[src/rtl/multi_cycle_ctrl.sv]
// Multi-cycle MIPS control FSM: sequences the shared datapath one instruction
// at a time, stalls on the memory-ready handshake, counts retired
// instructions and flags illegal encodings.
module multi_cycle_ctrl #(
    parameter int COUNT_WIDTH = 32
) (
    input  logic                   clk,
    input  logic                   rst_n,
    input  logic [5:0]             opcode,
    input  logic [5:0]             funct,
    input  logic                   zero,
    input  logic                   mem_ready,
    output logic                   pc_en,
    output logic                   i_or_d,
    output logic                   mem_read,
    output logic                   mem_write,
    output logic                   ir_write,
    output logic                   reg_dst,
    output logic                   mem_to_reg,
    output logic                   reg_write,
    output logic                   alu_src_a,
    output logic [1:0]             alu_src_b,
    output logic [1:0]             pc_source,
    output logic [3:0]             alu_ctrl,
    output logic [3:0]             state,
    output logic                   illegal_op,
    output logic [COUNT_WIDTH-1:0] instr_count
);

    typedef enum logic [3:0] {
        S_FETCH     = 4'd0,
        S_DECODE    = 4'd1,
        S_MEM_ADDR  = 4'd2,
        S_MEM_READ  = 4'd3,
        S_MEM_WB    = 4'd4,
        S_MEM_WRITE = 4'd5,
        S_EXECUTE   = 4'd6,
        S_R_WB      = 4'd7,
        S_BRANCH    = 4'd8,
        S_JUMP      = 4'd9,
        S_ADDI_EXEC = 4'd10,
        S_ADDI_WB   = 4'd11,
        S_ILLEGAL   = 4'd12
    } state_t;

    localparam logic [5:0] OP_RTYPE = 6'h00;
    localparam logic [5:0] OP_J     = 6'h02;
    localparam logic [5:0] OP_BEQ   = 6'h04;
    localparam logic [5:0] OP_ADDI  = 6'h08;
    localparam logic [5:0] OP_LW    = 6'h23;
    localparam logic [5:0] OP_SW    = 6'h2B;

    localparam logic [5:0] FN_ADD = 6'h20;
    localparam logic [5:0] FN_SUB = 6'h22;
    localparam logic [5:0] FN_AND = 6'h24;
    localparam logic [5:0] FN_OR  = 6'h25;
    localparam logic [5:0] FN_NOR = 6'h27;
    localparam logic [5:0] FN_SLT = 6'h2A;

    localparam logic [3:0] ALU_AND = 4'b0000;
    localparam logic [3:0] ALU_OR  = 4'b0001;
    localparam logic [3:0] ALU_ADD = 4'b0010;
    localparam logic [3:0] ALU_SUB = 4'b0110;
    localparam logic [3:0] ALU_SLT = 4'b0111;
    localparam logic [3:0] ALU_NOR = 4'b1100;

    state_t     cur_state;
    state_t     nxt_state;
    logic [5:0] op_q;
    logic [5:0] funct_q;
    logic       pc_write;
    logic       pc_write_cond;
    logic       retire;

    function automatic logic funct_legal(input logic [5:0] f);
        return (f == FN_ADD) || (f == FN_SUB) || (f == FN_AND) ||
               (f == FN_OR)  || (f == FN_NOR) || (f == FN_SLT);
    endfunction

    // State register; reset is sampled on the clock edge.
    always_ff @(posedge clk) begin
        // NOTE: sequential state uses non-blocking assignments so every flop samples pre-edge values.
        if (!rst_n) cur_state <= S_FETCH;
        else        cur_state <= nxt_state;
    end

    // Capture the instruction fields at the end of DECODE for later states.
    always_ff @(posedge clk) begin
        if (!rst_n) begin
            op_q    <= '0;
            funct_q <= '0;
        end else if (cur_state == S_DECODE) begin
            op_q    <= opcode;
            funct_q <= funct;
        end
    end

    // An instruction retires on the edge that returns a completed instruction to FETCH.
    assign retire = (cur_state == S_MEM_WB) || (cur_state == S_R_WB) ||
                    (cur_state == S_BRANCH) || (cur_state == S_JUMP) ||
                    (cur_state == S_ADDI_WB) ||
                    ((cur_state == S_MEM_WRITE) && mem_ready);

    // Retired-instruction counter, wraps modulo 2^COUNT_WIDTH.
    always_ff @(posedge clk) begin
        if (!rst_n)      instr_count <= '0;
        else if (retire) instr_count <= instr_count + COUNT_WIDTH'(1);
    end

    // Next-state decode.
    always_comb begin
        // NOTE: a default before the case keeps every path assigned, so no latch is inferred.
        nxt_state = S_FETCH;
        case (cur_state)
            S_FETCH:     nxt_state = mem_ready ? S_DECODE : S_FETCH;
            S_DECODE: begin
                case (opcode)
                    OP_RTYPE:     nxt_state = funct_legal(funct) ? S_EXECUTE : S_ILLEGAL;
                    OP_LW, OP_SW: nxt_state = S_MEM_ADDR;
                    OP_BEQ:       nxt_state = S_BRANCH;
                    OP_J:         nxt_state = S_JUMP;
                    OP_ADDI:      nxt_state = S_ADDI_EXEC;
                    default:      nxt_state = S_ILLEGAL;
                endcase
            end
            S_MEM_ADDR:  nxt_state = (op_q == OP_LW) ? S_MEM_READ : S_MEM_WRITE;
            S_MEM_READ:  nxt_state = mem_ready ? S_MEM_WB : S_MEM_READ;
            S_MEM_WRITE: nxt_state = mem_ready ? S_FETCH : S_MEM_WRITE;
            S_EXECUTE:   nxt_state = S_R_WB;
            S_ADDI_EXEC: nxt_state = S_ADDI_WB;
            default:     nxt_state = S_FETCH;
        endcase
    end

    // Control strobes decoded from the current state; all forced low during reset.
    always_comb begin
        pc_write      = 1'b0;
        pc_write_cond = 1'b0;
        i_or_d        = 1'b0;
        mem_read      = 1'b0;
        mem_write     = 1'b0;
        ir_write      = 1'b0;
        reg_dst       = 1'b0;
        mem_to_reg    = 1'b0;
        reg_write     = 1'b0;
        alu_src_a     = 1'b0;
        alu_src_b     = 2'b00;
        pc_source     = 2'b00;
        alu_ctrl      = ALU_AND;
        illegal_op    = 1'b0;
        if (rst_n) begin
            case (cur_state)
                S_FETCH: begin
                    mem_read  = 1'b1;
                    alu_src_b = 2'b01;
                    alu_ctrl  = ALU_ADD;
                    ir_write  = mem_ready;
                    pc_write  = mem_ready;
                end
                S_DECODE: begin
                    alu_src_b = 2'b11;
                    alu_ctrl  = ALU_ADD;
                end
                S_MEM_ADDR, S_ADDI_EXEC: begin
                    alu_src_a = 1'b1;
                    alu_src_b = 2'b10;
                    alu_ctrl  = ALU_ADD;
                end
                S_MEM_READ: begin
                    mem_read = 1'b1;
                    i_or_d   = 1'b1;
                end
                S_MEM_WB: begin
                    reg_write  = 1'b1;
                    mem_to_reg = 1'b1;
                end
                S_MEM_WRITE: begin
                    mem_write = 1'b1;
                    i_or_d    = 1'b1;
                end
                S_EXECUTE: begin
                    alu_src_a = 1'b1;
                    case (funct_q)
                        FN_ADD:  alu_ctrl = ALU_ADD;
                        FN_SUB:  alu_ctrl = ALU_SUB;
                        FN_AND:  alu_ctrl = ALU_AND;
                        FN_OR:   alu_ctrl = ALU_OR;
                        FN_NOR:  alu_ctrl = ALU_NOR;
                        FN_SLT:  alu_ctrl = ALU_SLT;
                        default: alu_ctrl = ALU_AND;
                    endcase
                end
                S_R_WB: begin
                    reg_write = 1'b1;
                    reg_dst   = 1'b1;
                end
                S_BRANCH: begin
                    alu_src_a     = 1'b1;
                    alu_ctrl      = ALU_SUB;
                    pc_write_cond = 1'b1;
                    pc_source     = 2'b01;
                end
                S_JUMP: begin
                    pc_write  = 1'b1;
                    pc_source = 2'b10;
                end
                S_ADDI_WB: reg_write  = 1'b1;
                S_ILLEGAL: illegal_op = 1'b1;
                default: ;
            endcase
        end
    end

    assign pc_en = pc_write | (pc_write_cond & zero);
    assign state = cur_state;

endmodule

[config.mk]
export PLATFORM = sky130hd
export DESIGN_NAME = multi_cycle_ctrl
export DESIGN_NICKNAME = d
export VERILOG_FILES = /design/src/rtl/multi_cycle_ctrl.sv
export SDC_FILE = /design/constraint.sdc
export NUM_CORES = 1
export LEC_CHECK = 0
export BUFFER_PORTS_ARGS = -buffer_cell sky130_fd_sc_hd__buf_2
export CAP_MARGIN = 20
export CORE_ASPECT_RATIO = 0.5
export CORE_MARGIN = 4
export CORE_UTILIZATION = 54
export DETAILED_ROUTE_END_ITERATION = 12
export GPL_ROUTABILITY_DRIVEN = 1
export PLACE_DENSITY = 0.81
export SETUP_SLACK_MARGIN = 0.5
export SKIP_CTS_REPAIR_TIMING = 1
export SKIP_LAST_GASP = 1
export SYNTH_ARGS = -nofsm -noshare
export SYNTH_HDL_FRONTEND = slang
export SYNTH_SLANG_ARGS = --single-unit
[constraint.sdc]
create_clock -name clk -period 2.4 [get_ports clk]
set_input_delay 0 -clock clk [delete_from_list [all_inputs] [get_ports clk]]
set_output_delay 0 -clock clk [all_outputs]
set_load 0.02 [all_outputs]
==> results.txt <==
The placed wire-length estimate is 5.35 mm. The critical path is of the register to register type. At the end of the flow, the number of nets in the layout was 477.

The post-detailed-route DRC marker count is 0. For the pin with the worst max-slew slack, the measured transition is 0.562 ns. The die area came out at 6610 µm². The startpoint type of the worst setup path is a register. The fraction of the core area covered by cells at the end of the flow came out at 78.9%.

The required time at the worst-slack endpoint came out at 2.63 ns. The run finished, with violations left. The number of antenna repair diodes came out at 0. Measured against the total synthesized area, the mux share comes to 3.92%. The setup total negative slack came out at 0 ns. The switching power share of the total is 29.0%. The warning count from the yosys run came out at 0.

The global placer's final weighted congestion is 0.884. For this design the ratio of total power to cell area is 412 nW/µm². The aggregate routed wire length is 9.19 mm. Global routing used 22.9% of the available tracks across all layers. The instance count after placement with tap cells included is 492. After detailed routing, the average wire length per cell comes to 17.3 µm. The async set-reset flop share out of synthesis came out at 0%.

The count of routing violations after the opening detailed-route iteration is 359. For this run, the slowest stage of the critical path takes 0.57 ns. The final hold violation count was 2.

The clock share of power is 32.1%. Along the worst path, the maximum fanout reaches 7. The maximum clock insertion buffer count is 2. The clock tree synthesis step divided the H-tree into 2 levels. For this run, the leading register cell type out of synthesis is dfxtp_1. The final critical path time including I/O delays and setup came out at 2.03 ns. The multi-input logic area is 1990 µm². The arithmetic-cell share of the synthesized area counting full adders, half adders and majority gates came out at 0.436%. Setup repair after global routing could not meet its margin everywhere. The initial antenna violation count came to 0. The via-per-instance ratio is 6.27.

The count of buffers from port buffering came out at 69. The endpoint class of the critical path is a register. The first global-routing pass estimated 12.6 mm of wire. The count of TritonRoute iterations in the first routing pass is 5. The number of standard cells in the final layout excluding fillers is 531.

The internal power came out at 1.16 mW. The data arrival time of the critical path came out at 2.27 ns. After floorplanning, the core was divided into 18 placement rows. The number of max-slew violations in the final report is 0.

The number of vias after detailed routing came out at 3332. The total leakage power came out at 1.52 nW. The relative slew slack came out at 62.6%.

The worst hold margin is -0.0196 ns. The layout cell share with drive strength beyond 1 is 38.0%. Counting flops with a built-in enable in the synthesized netlist gives 0.

The mean instance size in the synthesized netlist is 7.69 µm². Counting cells, the worst reg-to-reg path comes to 4. The compound-cell area share of the yosys netlist came out at 21.5%.

TritonCTS built the clock tree. The TritonCTS sink count came out at 48. The number of fill cells came out at 347.

The die outline height is 59.5 µm. The sequential fraction of design power is 51.1%. Of the total synthesized cell area, the portion taken by XOR and XNOR cells is 1.22%. Derived from the worst setup path, the maximum achievable clock frequency is 0.492 GHz. The synthesized cell area is 2870 µm². Among all stages on the critical path, the largest delay is contributed by or4_4. The part of the cycle the worst path needs is 84.7%. The switching component of the power is 0.474 mW. The number of global-route vias before repair is 2754. After synthesis, the largest family of logic cells by area is simple AND/OR/NAND/NOR gates. The total area inside the core boundary comes to 5020 µm². The synthesized netlist net count came out at 390.

The signal on the critical path passes through nand4_1 > or4_4 > or4_4 > a21oi_2. From left edge to right edge, the die measures 111 µm. The cell that appears most often on the critical path is or4_4. The number of setup violations in the final report is 0. The number of ports placed on the die boundary is 70. Sequential elements use 33.5% of the synthesized area.

The synthesized netlist devotes 33.6% of its cell area to simple gates. The number of standard cells after synthesis is 373. The number of different library cells in the post-synthesis netlist is 53. The insertion delay to the later sink of the worst-skew pair came out at 0.30 ns.

The area taken by flip-flops and latches is 983 µm². The layout overhead on the synthesized area is 38.2%. The remaining antenna violation count after routing is 0. The classification of the worst-slack hold path is input pin to register.

The cell sitting at the root of the clock tree is a clkbuf_8. The total global routing overflow came out at 0. The post-route clock skew is 0.00426 ns. Once the floorplan was initialized, standard cells occupied 57.1% of the core. The number of storage elements in the synthesis netlist came out at 48. Entering global routing, the biggest net connects 37 pins. The final total power came out at 1.63 mW. The share of power burned in combinational logic came out at 16.8%.

The clock-pin slew on the worst setup and hold paths came out at 0.09 ns. The max-capacitance violation count came out at 0. The checks that failed: hold timing.

The number of cells traversed by the worst hold path came out at 3. Buffers inserted during clock tree synthesis total 5. The maximum resistive drop on vdd is 0.303 mV.
==> worst max-delay path, delay by kind of cell (launching register included) <==
family | cells | cell delay [ns]
simple gates | 3 | 1.31
flops | 1 | 0.48
compound gates | 1 | 0.17
==> flip-flops by register name, indices dropped and copies added, names as in the netlist <==
signal,cells
instr_count,32
op_q,6
funct_q,6
state,4
==> final cells by class <==
type	instances	share of cell area (%)
flip-flops and latches	48	24.8
clock buffers	6	2.08
inverters	8	0.758
repair buffers	110	19.5
clock inverters	2	0.347
well taps	70	2.21
multi-input cells	287	50.3
==> logic make-up (layout without fill, tap and decap cells) <==
group           count (synthesis)  after routing
simple gates                  175            175
fa+ha+maj                       1              1
xor+xnor                        4              4
buf+inv                        38            126
mux                            11             11
compound gates                 96             96
flops                          48             48
==> final timing paths <==
kind / start / end / slack [ns]
max: instr_count[11] / instr_count[19] / 0.37
min: opcode[0] / op_q[0] / -0.02
min reg2reg: funct_q[4] / funct_q[4] / 0.46
max reg2reg: instr_count[11] / instr_count[19] / 0.37
==> stage by stage <==
stage               worst slack (ns)  cell area, µm²
floorplan                      0.388            2940
global placement               0.388            3300
detailed placement             0.322            3300
CTS                            0.267            3400
global route                   0.336            3960
finish                         0.367            3960
==> synthesized netlist by cell type (all sizes together) (3+ instances only) <==
| library cell | count | area, µm² |
|---|---|---|
| o21ai | 13 | 65.1 |
| nor2b | 5 | 31.3 |
| o31ai | 17 | 128 |
| or3 | 8 | 50.1 |
| or4 | 17 | 128 |
| clkbuf | 20 | 75.1 |
| inv | 7 | 26.3 |
| dfxtp | 48 | 961 |
| o32ai | 4 | 35.0 |
| and3 | 4 | 25.0 |
| nor4 | 10 | 62.6 |
| nand2b | 15 | 93.8 |
| and4 | 4 | 35.0 |
| nand3 | 10 | 50.1 |
| o41ai | 3 | 26.3 |
| nand2 | 49 | 184 |
| nor2 | 17 | 63.8 |
| mux2i | 9 | 90.1 |
| o311ai | 3 | 26.3 |
| nor3b | 6 | 45.0 |
| a21oi | 40 | 200 |
| nor3 | 9 | 45.0 |
| buf | 10 | 61.3 |
| nand4 | 9 | 56.3 |
==> cell usage in the layout (no fill, tap or decap), types with 5 or more instances in the layout <==
master,Yosys,routed
a21oi_1,40,32
a21oi_2,0,8
buf_2,4,68
buf_4,1,25
clkbuf_8,0,6
dfxtp_1,48,34
dfxtp_2,0,12
dlygate4sd3_1,0,7
inv_1,7,7
mux2i_1,9,9
nand2_1,49,49
nand2b_1,15,15
nand3_1,10,10
nand4_1,9,9
nor2_1,17,17
nor2b_1,5,5
nor3_1,9,7
nor3b_1,6,6
o21ai_0,13,11
o31ai_1,17,9
o31ai_2,0,7
or4_1,17,8
or4_4,0,9
==> power groups by stage <==
stage / clock network, mW / logic [mW] / registers, mW
2_1_floorplan: 0 / 0.162 / 0.854
3_3_place_gp: 0 / 0.222 / 0.854
3_5_place_dp: 0 / 0.229 / 0.856
4_1_cts: 0.529 / 0.229 / 0.838
5_1_grt: 0.564 / 0.298 / 0.839
6_report: 0.524 / 0.275 / 0.836
==> routing by layer <==
layer / wire length (µm) / part of all wire, % / up-vias / global-route usage [%]
li1: - / - / 1566 / -
met1: 3840 / 42 / 1606 / 27.9
met2: 4660 / 51 / 156 / 41.1
met3: 668 / 7.3 / 4 / 5.91
met4: 24 / 0.26 / 0 / 6.07
met5: 0 / 0 / - / 0
No activity file was read; power rests on OpenSTA's default activity.
